`src/rtl/i2c_reg_slave_if.sv`:
```
// Bus bundle between an I2C register slave and its surroundings: raw pads,
// open-drain SDA enable, and the register-file strobe port.
// Ports: sda_in/scl_in (pads), sda_oe (pull SDA low), reg_* (register file), busy.
interface i2c_reg_slave_if;
  logic       sda_in;
  logic       scl_in;
  logic       sda_oe;
  logic [6:0] reg_addr;
  logic [7:0] reg_wdata;
  logic       reg_we;
  logic       reg_rd;
  logic [7:0] reg_rdata;
  logic       busy;

  modport slave (
    input  sda_in, scl_in, reg_rdata,
    output sda_oe, reg_addr, reg_wdata, reg_we, reg_rd, busy
  );

  modport master (
    output sda_in, scl_in, reg_rdata,
    input  sda_oe, reg_addr, reg_wdata, reg_we, reg_rd, busy
  );
endinterface

```
`src/rtl/i2c_reg_slave.sv`:
```
// I2C register slave: 7-bit device address, one sub-address byte loading an
// auto-incrementing register pointer, then byte writes (reg_we) or reads (reg_rd).
// Latency: pads reach edge detection after 2 clk (plus 2 with I2C_GLITCH_FILTER_EN);
// sda_oe updates on the clk after a detected SCL fall. No backpressure: the I2C
// master owns the clock, reg_rdata must be valid in the cycle reg_rd is high.
// Ports: clk, rst (sync, active-high); bus (slave modport): sda_in, scl_in,
// sda_oe, reg_addr, reg_wdata, reg_we, reg_rd, reg_rdata, busy.
// Optional: define I2C_GLITCH_FILTER_EN to require 3 equal samples per line change.
module i2c_reg_slave #(
  parameter logic [6:0] DEV_ADDR = 7'h70
) (
  input  logic          clk,
  input  logic          rst,
  i2c_reg_slave_if.slave bus
);

  typedef enum logic [3:0] {
    IDLE, ADDR, ACK_ADDR, SUB, ACK_SUB, WR, ACK_WR, RD, RACK, IGNORE
  } state_t;

  state_t     state_q;
  logic       sda_s1_q, sda_s2_q, scl_s1_q, scl_s2_q;
  logic       sda_line_q, scl_line_q;   // previous settled line values
  logic       sda_d, scl_d;             // current settled line values
  logic [7:0] sh_q;
  logic [3:0] cnt_q;
  logic       rw_q;
  logic       nak_q;
  logic       sda_oe_q;
  logic [6:0] reg_addr_q;
  logic [7:0] reg_wdata_q;
  logic       reg_we_q;
  logic       reg_rd_q;
  logic       busy_q;

`ifdef I2C_GLITCH_FILTER_EN
  // Two extra history taps: a line only moves once three successive
  // synchronised samples agree, so pulses of 1-2 clk are swallowed.
  logic sda_h1_q, sda_h2_q, scl_h1_q, scl_h2_q;
  assign sda_d = (sda_s2_q == sda_h1_q && sda_h1_q == sda_h2_q) ? sda_s2_q : sda_line_q;
  assign scl_d = (scl_s2_q == scl_h1_q && scl_h1_q == scl_h2_q) ? scl_s2_q : scl_line_q;
`else
  assign sda_d = sda_s2_q;
  assign scl_d = scl_s2_q;
`endif

  logic scl_rise, scl_fall, start_det, stop_det;
  assign scl_rise  =  scl_d & ~scl_line_q;
  assign scl_fall  = ~scl_d &  scl_line_q;
  // Bus conditions are judged against the current SCL level so that a
  // START/STOP landing in the same clk as an SCL edge wins over the data bit.
  assign start_det = ~sda_d &  sda_line_q & scl_d;
  assign stop_det  =  sda_d & ~sda_line_q & scl_d;

  always_ff @(posedge clk) begin
    if (rst) begin
      state_q     <= IDLE;
      sda_s1_q    <= 1'b1;
      sda_s2_q    <= 1'b1;
      scl_s1_q    <= 1'b1;
      scl_s2_q    <= 1'b1;
      sda_line_q  <= 1'b1;
      scl_line_q  <= 1'b1;
`ifdef I2C_GLITCH_FILTER_EN
      sda_h1_q    <= 1'b1;
      sda_h2_q    <= 1'b1;
      scl_h1_q    <= 1'b1;
      scl_h2_q    <= 1'b1;
`endif
      sh_q        <= 8'h00;
      cnt_q       <= 4'd0;
      rw_q        <= 1'b0;
      nak_q       <= 1'b0;
      sda_oe_q    <= 1'b0;
      reg_addr_q  <= 7'd0;
      reg_wdata_q <= 8'h00;
      reg_we_q    <= 1'b0;
      reg_rd_q    <= 1'b0;
      busy_q      <= 1'b0;
    end else begin
      sda_s1_q   <= bus.sda_in;
      sda_s2_q   <= sda_s1_q;
      scl_s1_q   <= bus.scl_in;
      scl_s2_q   <= scl_s1_q;
      sda_line_q <= sda_d;
      scl_line_q <= scl_d;
`ifdef I2C_GLITCH_FILTER_EN
      sda_h1_q   <= sda_s2_q;
      sda_h2_q   <= sda_h1_q;
      scl_h1_q   <= scl_s2_q;
      scl_h2_q   <= scl_h1_q;
`endif
      reg_we_q <= 1'b0;
      reg_rd_q <= 1'b0;

      // Read data is captured at the end of the strobe cycle; the pointer
      // moves on the cycle after a write strobe so reg_we sees the old address.
      if (reg_rd_q) sh_q <= bus.reg_rdata;
      if (reg_we_q) reg_addr_q <= reg_addr_q + 7'd1;

      if (stop_det) begin
        state_q  <= IDLE;
        sda_oe_q <= 1'b0;
        busy_q   <= 1'b0;
      end else if (start_det) begin
        state_q  <= ADDR;
        cnt_q    <= 4'd0;
        sda_oe_q <= 1'b0;
      end else if (scl_rise) begin
        case (state_q)
          ADDR, SUB, WR: begin
            sh_q  <= {sh_q[6:0], sda_d};
            cnt_q <= cnt_q + 4'd1;
          end
          // Fetch the first read byte during the address ACK high phase so
          // the MSB is ready to drive at the following SCL fall.
          ACK_ADDR: if (rw_q) reg_rd_q <= 1'b1;
          RD: begin
            sh_q  <= {sh_q[6:0], 1'b0};
            cnt_q <= cnt_q + 4'd1;
          end
          RACK: begin
            nak_q <= sda_d;
            if (!sda_d) begin
              reg_addr_q <= reg_addr_q + 7'd1;
              reg_rd_q   <= 1'b1;
            end
          end
          default: ;
        endcase
      end else if (scl_fall) begin
        case (state_q)
          ADDR: begin
            if (cnt_q == 4'd8) begin
              if (sh_q[7:1] == DEV_ADDR) begin
                state_q  <= ACK_ADDR;
                sda_oe_q <= 1'b1;
                busy_q   <= 1'b1;
                rw_q     <= sh_q[0];
              end else begin
                state_q  <= IGNORE;
                busy_q   <= 1'b0;
              end
            end
          end
          ACK_ADDR: begin
            cnt_q <= 4'd0;
            if (rw_q) begin
              state_q  <= RD;
              sda_oe_q <= ~sh_q[7];
            end else begin
              state_q  <= SUB;
              sda_oe_q <= 1'b0;
            end
          end
          SUB: begin
            if (cnt_q == 4'd8) begin
              reg_addr_q <= sh_q[6:0];
              state_q    <= ACK_SUB;
              sda_oe_q   <= 1'b1;
            end
          end
          ACK_SUB, ACK_WR: begin
            state_q  <= WR;
            sda_oe_q <= 1'b0;
            cnt_q    <= 4'd0;
          end
          WR: begin
            if (cnt_q == 4'd8) begin
              reg_wdata_q <= sh_q;
              reg_we_q    <= 1'b1;
              state_q     <= ACK_WR;
              sda_oe_q    <= 1'b1;
            end
          end
          RD: begin
            if (cnt_q == 4'd8) begin
              state_q  <= RACK;
              sda_oe_q <= 1'b0;
            end else begin
              sda_oe_q <= ~sh_q[7];
            end
          end
          RACK: begin
            cnt_q <= 4'd0;
            if (nak_q) begin
              state_q  <= IGNORE;
              sda_oe_q <= 1'b0;
            end else begin
              state_q  <= RD;
              sda_oe_q <= ~sh_q[7];
            end
          end
          default: ;
        endcase
      end
    end
  end

  assign bus.sda_oe    = sda_oe_q;
  assign bus.reg_addr  = reg_addr_q;
  assign bus.reg_wdata = reg_wdata_q;
  assign bus.reg_we    = reg_we_q;
  assign bus.reg_rd    = reg_rd_q;
  assign bus.busy      = busy_q;

endmodule

```
`src/flat_wrapper.sv`:
```
// flat-port wrapper written by rule: the top's interface ports become plain ports
module i2c_reg_slave_flat 
#(
  parameter logic [6:0] DEV_ADDR = 7'h70
)
  (clk, rst, bus_sda_in, bus_scl_in, bus_reg_rdata, bus_sda_oe, bus_reg_addr, bus_reg_wdata, bus_reg_we, bus_reg_rd, bus_busy);
  i2c_reg_slave_if bus_i ();
  input  logic clk;
  input  logic rst;
  input wire logic [$bits(bus_i.sda_in)-1:0] bus_sda_in;
  input wire logic [$bits(bus_i.scl_in)-1:0] bus_scl_in;
  input wire logic [$bits(bus_i.reg_rdata)-1:0] bus_reg_rdata;
  output wire logic [$bits(bus_i.sda_oe)-1:0] bus_sda_oe;
  output wire logic [$bits(bus_i.reg_addr)-1:0] bus_reg_addr;
  output wire logic [$bits(bus_i.reg_wdata)-1:0] bus_reg_wdata;
  output wire logic [$bits(bus_i.reg_we)-1:0] bus_reg_we;
  output wire logic [$bits(bus_i.reg_rd)-1:0] bus_reg_rd;
  output wire logic [$bits(bus_i.busy)-1:0] bus_busy;
  assign bus_i.sda_in = bus_sda_in;
  assign bus_i.scl_in = bus_scl_in;
  assign bus_i.reg_rdata = bus_reg_rdata;
  assign bus_sda_oe = bus_i.sda_oe;
  assign bus_reg_addr = bus_i.reg_addr;
  assign bus_reg_wdata = bus_i.reg_wdata;
  assign bus_reg_we = bus_i.reg_we;
  assign bus_reg_rd = bus_i.reg_rd;
  assign bus_busy = bus_i.busy;
  i2c_reg_slave #(.DEV_ADDR(DEV_ADDR)) u_core (.clk(clk), .rst(rst), .bus(bus_i));
endmodule
```
`config.mk`:
```
export PLATFORM = sky130hd
export DESIGN_NAME = i2c_reg_slave_flat
export DESIGN_NICKNAME = d
export VERILOG_FILES = /design/src/rtl/i2c_reg_slave_if.sv /design/src/rtl/i2c_reg_slave.sv /design/src/flat_wrapper.sv
export SDC_FILE = /design/constraint.sdc
export NUM_CORES = 1
export LEC_CHECK = 0
export BUFFER_PORTS_ARGS = -buffer_cell sky130_fd_sc_hd__buf_2
export CORE_MARGIN = 3
export CORE_UTILIZATION = 58
export CTS_CLUSTER_SIZE = 40
export DETAILED_ROUTE_END_ITERATION = 8
export HOLD_SLACK_MARGIN = 0.03
export PLACE_DENSITY_LB_ADDON = 0.1
export SLEW_MARGIN = 20
export SYNTH_ARGS = -nofsm -noshare
export SYNTH_HDL_FRONTEND = slang
export SYNTH_SLANG_ARGS = --single-unit
export TNS_END_PERCENT = 20
```
`constraint.sdc`:
```
create_clock -name clk -period 2.16 [get_ports clk]
set_input_delay 0.216 -clock clk [delete_from_list [all_inputs] [get_ports clk]]
set_output_delay 0.216 -clock clk [all_outputs]
set_load 0.01 [all_outputs]
```
---- After elaboration in Yosys (flattened, before gate mapping) ----
Cells that the tools add are included.
operators by class
  add/subtract/negate cells ............... 2
  order comparisons ....................... 0
  divide/modulo/power cells ............... 0
  equal/unequal tests ..................... 22
  reductions and logical operators ........ 23
  muxes and demuxes ....................... 42
  shifts and indexed selects .............. 0
  bitwise gates (word level) .............. 16
  multipliers ............................. 0
operators by type and width
  operator               number
  $mux W7                9
  $mux W4                11
  $mux W8                4
  $pmux W4 S7            1
  $reduce_and A7 Y1      3
  $eq A4 B3 Y1 const B   4
  $pmux W8 S2            1
  $mux W1                13
  $ne A2 B1 Y1 const B   6
  $ne A3 B1 Y1 const B   4
  $reduce_and A6 Y1      2
  $reduce_or A4 Y1       3
  $not A1 Y1             10
  $eq A4 B2 Y1 const B   2
  $eq A4 B4 Y1 const B   2
  $reduce_and A4 Y1      2
  $reduce_bool A8 Y1     1
  $add A7 B1 Y7 const B  1
  $eq A7 B7 Y1 const B   1
  $reduce_bool A7 Y1     1
  $and A1 B1 Y1          6
  $pmux W1 S6            1
  $reduce_bool A3 Y1     2
  $reduce_bool A6 Y1     1
  11 further kinds       14
word-level totals
  output and inout port bits .............. 19
  memories ................................ 0
  ROM bits ................................ 0
  memory bits (writable) .................. 0
  latch bits .............................. 0
  bits of input ports ..................... 12
  register bits after elaboration ......... 43

---- Longest topological paths before layout ----
Gate-level depths: netlist of the first run.
  depth after elaboration ................. 8
  depth in mapped cells ................... 8
  mapped depth without buffers ............ 7

---- Worst setup path after synthesis of the first run ----
No wires, ideal clock.
  path type ............................... reg-to-reg
  from .................................... reg u_core.state_q[1]
  to ...................................... reg u_core.reg_addr_q[4] (netlist: u_core.bus.reg_addr[4])
  library setup time ...................... 0.116 ns
  arrival time ............................ 1.560 ns
  clock period less this slack ............ 1.677 ns
  cell stages (with the launch flop) ...... 7
  setup slack ............................. 0.483 ns
  cell sequence ........................... dfxtp_1 > or4b_1 > buf_2 > nor2_4 > o2111ai_1 > xnor2_1 > o211a_1
on the way
  longest elaborated chain between the ends .. 6
  elaborated cells between the ends (all ways) .. 8
  classes of those cells .................. eq/ne (2); mux (6)
ends and longest elaborated chain
  what                      RTL line              text
  start: declaration        i2c_reg_slave.sv:21   state_t state_q;
  start signal: assignment  i2c_reg_slave.sv:57   state_q <= IDLE;
  start signal: assignment  i2c_reg_slave.sv:102  state_q <= IDLE;
  start signal: assignment  i2c_reg_slave.sv:106  state_q <= ADDR;
  $eq A4 B2 Y1              i2c_reg_slave.sv:132  case (state_q)
  $mux W7                   i2c_reg_slave.sv:132
  $mux W7                   i2c_reg_slave.sv:131  end else if (scl_fall) begin
  $mux W7 *                 i2c_reg_slave.sv:109  end else if (scl_rise) begin
  $mux W7 *                 i2c_reg_slave.sv:105  end else if (start_det) begin
  $mux W7 *                 i2c_reg_slave.sv:101  if (stop_det) begin
  end signal: assignment    i2c_reg_slave.sv:99   if (reg_we_q) reg_addr_q <= reg_addr_q + 7'd1;
  end signal: assignment    i2c_reg_slave.sv:125  reg_addr_q <= reg_addr_q + 7'd1;
  end signal: assignment    i2c_reg_slave.sv:158  reg_addr_q <= sh_q[6:0];
  end: declaration          i2c_reg_slave.sv:30   logic [6:0] reg_addr_q;
Every way passes the cells marked *; elsewhere a longest branch is shown, timed or not.
A chain may end at the register's enable or synchronous reset.

---- Worst setup path in the final report of the first run ----
  from .................................... reg u_core.state_q[1]
  to ...................................... reg u_core.reg_addr_q[5] (netlist: u_core.bus.reg_addr[5])
The elaborated chain is that of the path after synthesis.

==> key figures, run 1 <==
Setup path
  – FF-to-FF Start: u_core.state_q[1]
  – Sort of element at the end of the critical path: register
  – Endpoint arrival time on the critical path: 2.11 ns
  – Max Fanout on Critical Path: 9
  – CP Class: reg -> reg
  – Source of the critical timing path: u_core.state_q[1]
  – Category of the worst setup path launch point: register
  – Req. time, crit path: 2.35 ns

Hold path
  – Launch instance of the worst min-delay path: bus_scl_in
  – Class of the worst hold path: in -> reg

Clock tree
  – Clock tree root driver cell: sky130_fd_sc_hd__clkbuf_8
  – Total number of H-tree levels: 2
  – # resized after CTS: 0
  – Clock input transition at the sequential cells of the worst setup and hold paths: 0.09 ns
  – Number of buffers created by CTS: 5
  – Post-CTS setup buffer count: 0
  – Hold buffer count at cts: 0
  – CTS tree: done
  – Largest buffer count on any clock path: 2
  – CTS Sinks: 43
  – Insertion delay of the later-clocked pin in the worst-skew pair: 0.30 ns

Logic synthesis
  – Number of nets produced by synthesis: 319
  – YS warnings: 0
  – Total standard cell area after synthesis: 2520 sq um
  – Top flip-flop cell by instance count after synthesis: sky130_fd_sc_hd__dfxtp_1
  – Count of cell types in the netlist: 59
  – Cell count after synthesis: 304
  – Mapped Avg Cell Area: 8.29 sq um
  – Sequential-to-total area share from yosys stat: 0.342
  – Async SR Flop Fraction: 0
  – Flop and latch count out of synthesis: 43
  – Number of enable flip-flop cells after synthesis: 0

Place
  – Final Wtd Congestion: 0.993
  – Number of buffers inserted by port buffering: 30
  – Post-detailed-placement half-perimeter wirelength: 4630 um
  – Cell total after placement: 377

Route
  – Post-detailed-route DRC marker count: 0
  – Mean routed wirelength per cell: 16.4 um
  – Routed Wire Length: 6310 um
  – Via Count: 2,352
  – Router iterations before antenna repair: 4
  – Routed Antenna Nets: 0
  – Per-cell via count in the routed design: 6.11
  – Detailed router's first-iteration violation count: 209

Timing
  – Final clock period utilization by the worst path: 0.888
  – Number of failing setup endpoints in the final timing report: 0
  – RSZ-0062 raised after global routing: no
  – Final number of hold-violating endpoints: 0
  – Final TNS setup: 0 ns
  – Final worst clock skew: 0.00317 ns
  – Max-slew headroom at the worst pin: 0.662
  – Slew at the pin with the worst max-slew slack: 0.502 ns
  – Clock period minus worst slack: 1.92 ns
  – Peak clock frequency supported by timing: 522 MHz
  – Count of final max-slew check failures: 0

Final layout
  – Area added between synthesis and finish: 14.1%
  – Ratio of cells with drive above 1 in the final layout: 0.224
  – Ant diodes: 0
  – Count of nets after finishing: 349
  – Number of standard cells in the layout, taps in and fillers out: 385
  – Filler Cells Inserted: 329

Global route
  – Pin count of the biggest net entering global routing: 25
  – Overall routing resource usage: 0.259
  – Number of global-route vias before repair: 2,108
  – Initial antenna violation count: 0
  – Wire length of the first global-routing pass: 10,400 um
  – Total global routing overflow: 0

Pwr
  – Power Dens Cells: 543 nW/um^2
  – Leakage power: 1.20 nW
  – Worst IR Drop VDD: 0.483 mV

Die
  – Initial cell density of the core: 0.616
  – Placement row count: 23
  – Die Span Y: 71.9 um
  – Number of top-level pins: 31
  – Width of the chip: 71.9 um
  – Core area: 4090 sq um
  – Area enclosed by the die boundary: 5170 sq um

Status
  – Status: finished clean

Run
  – Max cap viols: 0
## placed cells by master (no fill, tap or decap), types with 3 or more instances in the layout
cell	count
sky130_fd_sc_hd__dfxtp_1	43
sky130_fd_sc_hd__nor2_1	37
sky130_fd_sc_hd__buf_2	30
sky130_fd_sc_hd__nand2_1	17
sky130_fd_sc_hd__mux2i_1	17
sky130_fd_sc_hd__buf_4	17
sky130_fd_sc_hd__a21oi_1	12
sky130_fd_sc_hd__inv_1	10
sky130_fd_sc_hd__or2_2	9
sky130_fd_sc_hd__nand4_1	9
sky130_fd_sc_hd__a211oi_1	9
sky130_fd_sc_hd__o21ai_0	8
sky130_fd_sc_hd__xor2_1	7
sky130_fd_sc_hd__nand2b_1	6
sky130_fd_sc_hd__o211ai_1	6
sky130_fd_sc_hd__nor3_1	6
sky130_fd_sc_hd__nand3_1	6
sky130_fd_sc_hd__nor2b_1	5
sky130_fd_sc_hd__clkbuf_8	5
sky130_fd_sc_hd__o21ai_1	4
sky130_fd_sc_hd__a311oi_1	4
sky130_fd_sc_hd__xnor2_1	4
sky130_fd_sc_hd__o21a_1	4
sky130_fd_sc_hd__nand3b_1	3
sky130_fd_sc_hd__and3b_1	3
sky130_fd_sc_hd__mux2_2	3
sky130_fd_sc_hd__or3_1	3
sky130_fd_sc_hd__a211o_1	3
sky130_fd_sc_hd__and2_1	3
sky130_fd_sc_hd__o2111ai_1	3
sky130_fd_sc_hd__ha_1	3
## path summary, 6_finish.rpt
check,cells after the start,end,slack [ns]
max,5,u_core.bus.reg_addr[5],0.24
min,2,u_core.scl_s1_q,0.09
max reg2reg,5,u_core.bus.reg_addr[5],0.24
min reg2reg,1,u_core.scl_d,0.41
## per-layer routing
layer  vias to the layer above  routed length (um)  global-route usage  part of all wire
li1                       1151                   -                   -                 -
met1                      1105                2930               0.370              0.46
met2                        85                2880               0.388              0.46
met3                        11                 405              0.0748             0.064
met4                         0                  96              0.0626             0.015
met5                         -                   0                   0                 0
## synthesized netlist by cell type (4+ instances only)
library cell,count,area share
sky130_fd_sc_hd__o211ai_1,6,0.018
sky130_fd_sc_hd__nand2b_1,6,0.015
sky130_fd_sc_hd__nor3_1,6,0.012
sky130_fd_sc_hd__o21ai_0,8,0.016
sky130_fd_sc_hd__nand2_1,17,0.025
sky130_fd_sc_hd__o21ai_1,4,0.0079
sky130_fd_sc_hd__a21oi_1,12,0.024
sky130_fd_sc_hd__a311oi_1,4,0.014
sky130_fd_sc_hd__nor2_1,37,0.055
sky130_fd_sc_hd__xor2_1,7,0.024
sky130_fd_sc_hd__nand4_1,9,0.022
sky130_fd_sc_hd__a211oi_1,9,0.027
sky130_fd_sc_hd__o21a_1,4,0.012
sky130_fd_sc_hd__nand3_1,6,0.012
sky130_fd_sc_hd__dfxtp_1,43,0.34
sky130_fd_sc_hd__nor2b_1,5,0.012
sky130_fd_sc_hd__inv_1,10,0.015
sky130_fd_sc_hd__clkbuf_1,12,0.018
sky130_fd_sc_hd__mux2i_1,17,0.068
sky130_fd_sc_hd__buf_2,9,0.018
sky130_fd_sc_hd__or2_2,9,0.022
sky130_fd_sc_hd__xnor2_1,4,0.014
## power by group
group	internal, W	switching, W
Sequential	0.000801	0.0000118
Clock	0.000349	0.000305
Combinational	0.0000391	0.0000563
Total	0.00119	0.000373
## logic make-up (layout without fill, tap and decap cells)
logic type | Yosys count | after routing | synth area share
AO/OA/AOI/OAI | 70 | 70 | 0.200
buffers and inverters | 34 | 65 | 0.0551
XOR/XNOR | 11 | 11 | 0.0383
adder cells (fa/ha/maj) | 4 | 4 | 0.0189
multiplexers | 21 | 21 | 0.0854
AND/OR/NAND/NOR | 121 | 121 | 0.261
flip-flops | 43 | 43 | 0.342
## flip-flops by register name (all words and copies together) (netlist names)
name and cells:
u_core.nak_q 1, u_core.bus.sda_oe 1, u_core.scl_line_q 1, u_core.state_q 4, u_core.sda_line_q 1, u_core.sda_s1_q 1
u_core.sh_q 8, u_core.bus.busy 1, u_core.sda_d 1, u_core.rw_q 1, u_core.bus.reg_wdata 8, u_core.bus.reg_we 1
u_core.cnt_q 4, u_core.scl_s1_q 1, u_core.bus.reg_rd 1, u_core.bus.reg_addr 7, u_core.scl_d 1
## through the flow
stage | area, sq um | power [W] | worst slack [ns] | utilization | hold WS [ns]
6_report | 2870 | 0.00156 | 0.243 | 0.703 | 0.0930
5_1_grt | 2870 | 0.00161 | 0.142 | 0.703 | 0.0825
4_1_cts | 2870 | 0.00157 | 0.265 | 0.703 | 0.0870
3_5_place_dp | 2760 | 0.000925 | 0.273 | 0.675 | 0.393
3_3_place_gp | 2760 | 0.000924 | 0.330 | 0.675 | 0.392
2_1_floorplan | 2520 | 0.000888 | 0.483 | - | 0.320
## worst max-delay path, stage by stage, from the launching register on
cell                        delay, ns
sky130_fd_sc_hd__dfxtp_1         0.38
sky130_fd_sc_hd__or4b_1          0.73
sky130_fd_sc_hd__o2111ai_1       0.26
sky130_fd_sc_hd__nand4_1         0.14
sky130_fd_sc_hd__o21ai_0         0.20
sky130_fd_sc_hd__a211oi_1        0.10
## final cells by class
| type | instances | area [sq um] | area share |
|---|---|---|---|
| clock buffer | 5 | 68.8 | 0.0240 |
| clock inverter | 3 | 46.3 | 0.0161 |
| inverter | 10 | 37.5 | 0.0131 |
| multi-input combinational | 227 | 1520 | 0.529 |
| sequential | 43 | 861 | 0.300 |
| tap | 50 | 62.6 | 0.0218 |
| timing repair buffer | 47 | 278 | 0.0967 |
Note: power is estimated with default switching activity, not from simulation.
==> inputs of run 2 (changes only) <==
- GPL_TIMING_DRIVEN: unset -> 0
==> key figures, run 2 (same netlist as run 1, synthesis figures left out) <==
Hold path
  – Cell count of the worst hold path: 2
  – Class of the worst hold path: in -> reg

Final layout
  – Most common cell after layout, fill and taps aside: sky130_fd_sc_hd__dfxtp_1
  – Ratio of cells with drive above 1 in the final layout: 0.196
  – Count of nets after finishing: 356
  – Area added between synthesis and finish: 12.9%
  – Filler Cells Inserted: 361
  – Commonest non-fill, non-tap cells in the layout: sky130_fd_sc_hd__dfxtp_1, sky130_fd_sc_hd__buf_2, sky130_fd_sc_hd__nor2_1
  – Ant diodes: 0
  – Number of standard cells in the layout, taps in and fillers out: 392

Setup path
  – Source of the critical timing path: u_core.cnt_q[0]
  – R2R Setup Slk: 0.25 ns
  – Ordered cell list for the critical path: inv_1 > ha_1 > and3b_1 > nand3b_1 > clkbuf_1 > o21a_1 > nor3_1 > a211oi_1
  – Max Fanout on Critical Path: 10
  – Sort of element at the end of the critical path: register
  – Standard cell with the maximum stage delay on the critical path: sky130_fd_sc_hd__dfxtp_1
  – Path depth of the worst reg2reg path: 8
  – CP bufs+invs: 2
  – FF-to-FF Start: u_core.cnt_q[0]
  – CP Class: reg -> reg
  – Category of the worst setup path launch point: register
  – Dominant delay contributor by cell family on the critical path: compound AO/OA/AOI/OAI gates
  – Req. time, crit path: 2.37 ns
  – R2r endpoint: u_core.bus.reg_addr[5]
  – Cell count along the critical path: 8
  – Capture point of the worst path: u_core.bus.reg_addr[5]
  – CP max stage delay: 0.36 ns
  – Endpoint arrival time on the critical path: 2.12 ns

Clock tree
  – Number of buffers created by CTS: 5
  – Clock tree root driver cell: sky130_fd_sc_hd__clkbuf_8
  – Total number of H-tree levels: 2
  – CTS Sinks: 43
  – Hold buffer count at cts: 0
  – CTS tree: done
  – Insertion delay of the later-clocked pin in the worst-skew pair: 0.30 ns
  – Largest buffer count on any clock path: 2
  – Clock input transition at the sequential cells of the worst setup and hold paths: 0.08 ns

Place
  – Number of buffers inserted by port buffering: 30
  – Cell total after placement: 384
  – Post-detailed-placement half-perimeter wirelength: 4620 um
  – Final Wtd Congestion: 0.886

Die
  – Initial cell density of the core: 0.616
  – Width of the chip: 71.9 um
  – Area enclosed by the die boundary: 5170 sq um
  – Number of top-level pins: 31
  – Core area: 4090 sq um
  – Die Span Y: 71.9 um
  – Placement row count: 23

Timing
  – Count of final max-slew check failures: 0
  – Slew at the pin with the worst max-slew slack: 0.545 ns
  – Final TNS setup: 0 ns
  – Peak clock frequency supported by timing: 524 MHz
  – Final clock period utilization by the worst path: 0.883
  – Tightest hold margin: 0.0904 ns
  – Number of failing setup endpoints in the final timing report: 0
  – Final worst clock skew: 0.00538 ns
  – Max-slew headroom at the worst pin: 0.636
  – Clock period minus worst slack: 1.91 ns
  – RSZ-0062 raised after global routing: no
  – Final number of hold-violating endpoints: 0

Global route
  – Overall routing resource usage: 0.267
  – Total global routing overflow: 0
  – Wire length of the first global-routing pass: 10,900 um
  – Initial antenna violation count: 0
  – Number of global-route vias before repair: 2,228
  – Pin count of the biggest net entering global routing: 14

Route
  – Router iterations before antenna repair: 4
  – Routed Antenna Nets: 0
  – Routed Wire Length: 6320 um
  – Mean routed wirelength per cell: 16.1 um
  – Post-detailed-route DRC marker count: 0
  – Detailed router's first-iteration violation count: 285
  – Per-cell via count in the routed design: 6.00
  – Via Count: 2,351

Run
  – Max cap viols: 0

Pwr
  – Cell internal pwr: 0.00113 W
  – Part of the total power dissipated in combinational logic: 0.065
  – Switch Pwr: 0.000353 W
  – Worst IR Drop VDD: 0.413 mV
  – Switching share of power: 0.239
  – Leakage power: 1.16 nW
  – Power Dens Cells: 521 nW/um^2
  – Share of power burned in the clock network: 0.388
  – Reg power frac: 0.547

Status
  – Status: finished clean
[run 2: cell types whose count changed in the layout (fill, tap and decap cells not counted), moves of 2 or more]
cell | previous run | this run
sky130_fd_sc_hd__buf_4 | 17 | 0
sky130_fd_sc_hd__buf_2 | 30 | 39
sky130_fd_sc_hd__buf_1 | 0 | 3
sky130_fd_sc_hd__clkbuf_1 | 0 | 12
sky130_fd_sc_hd__clkbuf_8 | 5 | 7
[run 2: worst reg2reg max path: stages, from the launching register on]
cell	delay, ns
sky130_fd_sc_hd__dfxtp_1	0.36
sky130_fd_sc_hd__inv_1	0.07
sky130_fd_sc_hd__ha_1	0.20
sky130_fd_sc_hd__and3b_1	0.20
sky130_fd_sc_hd__nand3b_1	0.16
sky130_fd_sc_hd__clkbuf_1	0.35
sky130_fd_sc_hd__o21a_1	0.19
sky130_fd_sc_hd__nor3_1	0.05
sky130_fd_sc_hd__a211oi_1	0.23
[run 2: routing by layer]
layer | vias up | routed length [um] | track usage
met3 | 7 | 439 | 0.0637
li1 | 1164 | - | -
met2 | 74 | 2840 | 0.394
met4 | 0 | 63 | 0.0877
met5 | - | 0 | 0
met1 | 1106 | 2980 | 0.383
[run 2: cell type report]
| cell class | count | area, sq um | area share |
|---|---|---|---|
| buffer | 24 | 101 | 0.0356 |
| clock inverter | 1 | 7.51 | 0.00264 |
| multi-input combinational | 227 | 1530 | 0.537 |
| clock buffer | 7 | 96.3 | 0.0339 |
| sequential | 43 | 861 | 0.303 |
| timing repair buffer | 30 | 150 | 0.0528 |
| inverter | 10 | 37.5 | 0.0132 |
| tap | 50 | 62.6 | 0.0220 |
[run 2: how the worst min path moves through the flow]
stage | from | slack [ns] | end
floorplan | bus_scl_in | 0.32 | u_core.scl_s1_q
global placement | u_core.sda_s1_q | 0.39 | u_core.sda_d
detailed placement | u_core.sda_s1_q | 0.40 | u_core.sda_d
CTS | bus_scl_in | 0.09 | u_core.scl_s1_q
global route | bus_scl_in | 0.08 | u_core.scl_s1_q
finish | bus_scl_in | 0.09 | u_core.scl_s1_q
[run 2: timing repair]
item                                    CTS  global route
setup buffers                             0             0
resized for setup                         0             1
endpoints found under the setup margin    0             1
[run 2: power groups by stage]
stage | logic [W] | clock network, W | registers, W
2_1_floorplan | 0.0000614 | 0 | 0.000826
3_3_place_gp | 0.0000925 | 0 | 0.000828
3_5_place_dp | 0.0000935 | 0 | 0.000828
4_1_cts | 0.0000940 | 0.000585 | 0.000810
5_1_grt | 0.000106 | 0.000616 | 0.000811
6_report | 0.0000962 | 0.000574 | 0.000810
[run 2: through the flow]
step | util | instance area, sq um | total power [W] | setup WS, ns
final | 0.696 | 2840 | 0.00148 | 0.252
after global routing | 0.696 | 2840 | 0.00153 | 0.0509
after detailed placement | 0.668 | 2730 | 0.000922 | 0.227
after CTS | 0.694 | 2840 | 0.00149 | 0.204
after floorplan | - | 2520 | 0.000888 | 0.483
after global placement | 0.668 | 2730 | 0.000921 | 0.203
